$ cat src/rtl/tdm_demux.sv
// Receive-side TDM demultiplexer: collects CHANNELS slot words per frame into a
// shadow buffer and publishes them as one parallel word with a one-cycle strobe.
module tdm_demux #(
  parameter int WIDTH    = 8,
  parameter int CHANNELS = 4,
  parameter int ERRW     = 8
) (
  input  logic                      clk,
  input  logic                      rst,
  input  logic                      in_valid,
  input  logic [WIDTH-1:0]          in_data,
  input  logic                      in_sof,
  output logic [CHANNELS*WIDTH-1:0] out_data,
  output logic                      out_valid,
  output logic                      frame_err,
  output logic [ERRW-1:0]           err_count
);

  localparam int SW = (CHANNELS > 1) ? $clog2(CHANNELS) : 1;
  localparam logic [SW-1:0]   LAST_SLOT = SW'(CHANNELS - 1);
  localparam logic [ERRW-1:0] ERR_MAX   = {ERRW{1'b1}};

  typedef enum logic [0:0] {
    HUNT    = 1'b0,
    COLLECT = 1'b1
  } state_e;

  state_e                    state_q, state_d;
  logic [SW-1:0]             slot_q, slot_d;
  logic [CHANNELS*WIDTH-1:0] shadow_q, shadow_d;
  logic [CHANNELS*WIDTH-1:0] out_data_q, out_data_d;
  logic                      out_valid_q, out_valid_d;
  logic                      frame_err_q, frame_err_d;
  logic [ERRW-1:0]           err_count_q, err_count_d;

  // Register all state and outputs; synchronous reset drops any partial frame silently.
  always_ff @(posedge clk) begin
    if (rst) begin
      state_q     <= HUNT;
      slot_q      <= {SW{1'b0}};
      shadow_q    <= {(CHANNELS*WIDTH){1'b0}};
      out_data_q  <= {(CHANNELS*WIDTH){1'b0}};
      out_valid_q <= 1'b0;
      frame_err_q <= 1'b0;
      err_count_q <= {ERRW{1'b0}};
    end else begin
      state_q     <= state_d;
      slot_q      <= slot_d;
      shadow_q    <= shadow_d;
      out_data_q  <= out_data_d;
      out_valid_q <= out_valid_d;
      frame_err_q <= frame_err_d;
      err_count_q <= err_count_d;
    end
  end

  // Next-state, slot capture and publication logic.
  always_comb begin
    state_d     = state_q;
    slot_d      = slot_q;
    shadow_d    = shadow_q;
    out_data_d  = out_data_q;
    out_valid_d = 1'b0;
    frame_err_d = 1'b0;
    err_count_d = err_count_q;

    if (in_valid) begin
      case (state_q)
        HUNT: begin
          if (in_sof) begin
            shadow_d[WIDTH-1:0] = in_data;
            slot_d              = SW'(1);
            state_d             = COLLECT;
          end else begin
            state_d = HUNT;
          end
        end
        COLLECT: begin
          if (in_sof) begin
            // Early sof: count the truncated frame and restart on this word as slot 0.
            frame_err_d = 1'b1;
            if (err_count_q != ERR_MAX) begin
              err_count_d = err_count_q + {{(ERRW-1){1'b0}}, 1'b1};
            end else begin
              err_count_d = err_count_q;
            end
            shadow_d[WIDTH-1:0] = in_data;
            slot_d              = SW'(1);
            state_d             = COLLECT;
          end else begin
            shadow_d[32'(slot_q) * WIDTH +: WIDTH] = in_data;
            if (slot_q == LAST_SLOT) begin
              out_data_d  = shadow_d;
              out_valid_d = 1'b1;
              slot_d      = {SW{1'b0}};
              state_d     = HUNT;
            end else begin
              slot_d = slot_q + SW'(1);
            end
          end
        end
        default: begin
          state_d = HUNT;
          slot_d  = {SW{1'b0}};
        end
      endcase
    end else begin
      state_d = state_q;
    end
  end

  assign out_data  = out_data_q;
  assign out_valid = out_valid_q;
  assign frame_err = frame_err_q;
  assign err_count = err_count_q;

endmodule

$ cat config.mk
export PLATFORM = sky130hd
export DESIGN_NAME = tdm_demux
export DESIGN_NICKNAME = d
export VERILOG_FILES = /design/src/rtl/tdm_demux.sv
export SDC_FILE = /design/constraint.sdc
export NUM_CORES = 1
export LEC_CHECK = 0
export ABC_CLOCK_PERIOD_IN_PS = 2080
export CORE_ASPECT_RATIO = 1.2
export CORE_MARGIN = 2
export CORE_UTILIZATION = 48
export DETAILED_ROUTE_END_ITERATION = 8
export PLACE_DENSITY = 0.86
export SYNTH_ARGS = -nofsm -noshare
export SYNTH_HDL_FRONTEND = slang
export SYNTH_SLANG_ARGS = --single-unit
$ cat constraint.sdc
create_clock -name clk -period 2.08 [get_ports clk]
set_input_delay 0.312 -clock clk [delete_from_list [all_inputs] [get_ports clk]]
set_output_delay 0.312 -clock clk [all_outputs]
set_load 0.02 [all_outputs]
==> results.cfg <==
[drt]
firstDrtPassIters = 5
vias_per_cell = 5.768
drcViolationCount = 0
ant_nets = 0
routed_wl_mm = 8.285
first_iter_violations = 317
vias = 3080
wirelength_per_cell_um = 15.51

[sta]
hold_viol = 0
final_setup_violation_count = 0
slew_viol_final = 0
period_minus_slack_ns = 1.924
timing.slew.headroom = 0.6584
unrepaired_setup_endpoints_after_global_routing = false
fin_setup_tns_ns = 0
final.setup_skew_ns = 0.01137
min_period_over_period = 0.9249
tightest_slew_ns = 0.5096
post_route_worst_hold_slack_ns = 0.2201
max_freq_mhz = 519.8

[synthesis]
synth_top_cell_area_share = 0.4561
synth_top_family_by_area = simple AND/OR/NAND/NOR gates
share_of_the_yosys_chip_area_belonging_to_registers = 0.4561
post_synthesis_mux_area_share = 0
syn_area_mm2 = 0.003379
synth_area_in_adders = 0.02221
synth.ff_latch_count = 77
synth.lib_cells_used.distinct = 40
synth_area_leader_cell = sky130_fd_sc_hd__dfxtp_1
fraction_of_the_mapped_netlist_area_in_compound_gates = 0.1736
yosysWarningCount = 0
post_synth_main_area_contributors = sky130_fd_sc_hd__dfxtp_1, sky130_fd_sc_hd__nor2_1, sky130_fd_sc_hd__a221oi_1, sky130_fd_sc_hd__a22oi_1, sky130_fd_sc_hd__nor3_1
netlist_instances = 398
yosys.area_share.xor_xnor = 0.01037
synth_simple_gate_area_frac = 0.2614
syn-num-nets = 416
syn-mean-instance-area_um2 = 8.491

[power_and_ir_drop]
power.leakage_uw = 0.001525
irDropWorstVdd_v = 0.0003457
power_per_cell_area_mw_per_mm2 = 700.8

[clock_network]
insertion_delay_ns = 0.36
cts_buffers = 9
post-cts-setup-buffers = 0
maximum_level_of_the_cts_h_tree = 3
tritoncts = yes
cts.hold.buffers_added = 0
ctsResizeCount = 0
clockRootBuffer = sky130_fd_sc_hd__clkbuf_8
clock_path_buffers = 2
worst_setup_hold_path_clk_slew_ns = 0.08
clk_sink_count = 77

[layout]
finish.net_count = 460
final_layout_size_suffix_gt1_frac = 0.1074
antenna_cells = 0
area_growth_pct = 24.14

[floorplanning]
start_util = 0.4961
die_width_um = 80.60
die_area_mm2 = 0.007730
std_cell_rows = 33
num_io_pins = 54
floorplan.die.height_um = 95.92
core_footprint_mm2 = 0.006813

[worst_setup_path]
crit_path_top_delay_cell = sky130_fd_sc_hd__ha_1
endpoint_kind = flop
critPathRequiredTime_ns = 2.37
timing.critical_path.arrival_ns = 2.21
cp_cell_sequence = inv_1 > ha_1 > nand4b_4 > nor3_2 > a22oi_1 > nor2_1
crit_fanout = 9
crit_path_max_cell_delay_ns = 0.46
worst_setup_path_start_kind = flop
ff2ff_setup_slack_ns = 0.16
criticalPathCategory = flop to flop

[min_path]
timing.hold.worst.class = input pin to flop

[placed_design]
place_hpwl_mm = 5.602
place_congestion = 0.8887
count_of_buffers_inserted_at_the_top_level_ports = 53

[global_route]
grt_first_pass_wirelength_mm = 13.42
antenna_found_initial = 0
groute.usage.overall = 0.2270
grt_start_max_net_pins = 44
first_global_vias = 2893
global_route_overflow = 0

[job]
drv_cap = 0

[status]
result_of_the_run = finished, final reports clean
[logic make-up (layout without fill, tap and decap cells)]
kind of cell,Yosys count,count (layout)
simple gates,172,172
compound gates,83,83
flops,77,77
buf+inv,56,105
fa+ha+maj,6,6
xor+xnor,4,4
[synthesized netlist by cell type, drive strengths merged]
cell type / instances
dfxtp: 77
nor2: 66
nor3: 35
nand2: 29
a21oi: 21
inv: 21
nand3: 19
a22oi: 18
buf: 18
clkbuf: 17
a221oi: 16
a311oi: 8
nor2b: 8
o22ai: 8
ha: 6
a211oi: 4
and2: 3
nand4: 3
nor3b: 3
xnor2: 3
a21o: 2
and3: 2
o21ai: 2
a31oi: 1
a41o: 1
and3b: 1
and4: 1
and4bb: 1
nand4b: 1
o21a: 1
o21bai: 1
xor2: 1
[per-stage QoR]
step                      total power, uW  utilization  instance area [um2]  cells  setup WS [ns]
after floorplan                      1652            -                 3379    398         0.1235
after detailed placement             1713       0.5831                 3973    518         0.1376
after global placement               1708       0.5831                 3973    518         0.1878
after global routing                 3047       0.6158                 4195    534        0.01047
final                                2940       0.6158                 4195    534         0.1561
after CTS                            2951       0.6158                 4195    534         0.1657
[final cells by class]
| class | count | area, um2 |
|---|---|---|
| repair buffers | 68 | 663.1 |
| well taps | 87 | 108.9 |
| multi-input cells | 265 | 1580 |
| fillers | 593 | 2618 |
| clock inverters | 6 | 95.09 |
| clock buffers | 10 | 127.6 |
| flip-flops and latches | 77 | 1541 |
| inverters | 21 | 78.83 |
[path summary, 6_finish.rpt]
kind                  endpoint    startpoint  cells past startpoint
setup / recovery  shadow_q[12]     slot_q[1]                      6
hold / removal       slot_q[0]           rst                      2
setup reg to reg  shadow_q[12]     slot_q[1]                      6
hold reg to reg   shadow_q[28]  shadow_q[28]                      2
[sequential cells by signal, summed over array words and instances (netlist names)]
register	cells
err_count	8
frame_err	1
out_data	32
out_valid	1
shadow_q	32
slot_q	2
state_q	1
[report_power, final]
group	internal (uW)	switching [uW]
sequential	1480	9.61
combinational	67.4	122
clock	686	570
[routing by layer]
metal,vias to the layer above,share of wire,global-route usage
met5,-,0,0
met4,0,0.021,0.1031
met3,17,0.062,0.05253
met2,130,0.50,0.3778
met1,1447,0.41,0.2791
li1,1486,-,-
[worst max-delay path: cells and delay by family, from the launching register on]
| kind | cells | cell delay [ns] |
|---|---|---|
| buffers and inverters | 1 | 0.09 |
| AND/OR/NAND/NOR | 3 | 0.77 |
| flip-flops | 1 | 0.42 |
| adder cells (fa/ha/maj) | 1 | 0.46 |
| AO/OA/AOI/OAI | 1 | 0.13 |
[cell usage in the layout, fill, tap and decap left out, drive strengths merged, types with 10 or more instances in the layout]
master / n
a21oi: 21
a221oi: 16
a22oi: 18
buf: 16
clkbuf: 10
clkdlybuf4s50: 52
dfxtp: 77
inv: 22
nand2: 29
nand3: 19
nor2: 66
nor3: 35
Power figures use the tool's default switching activity.
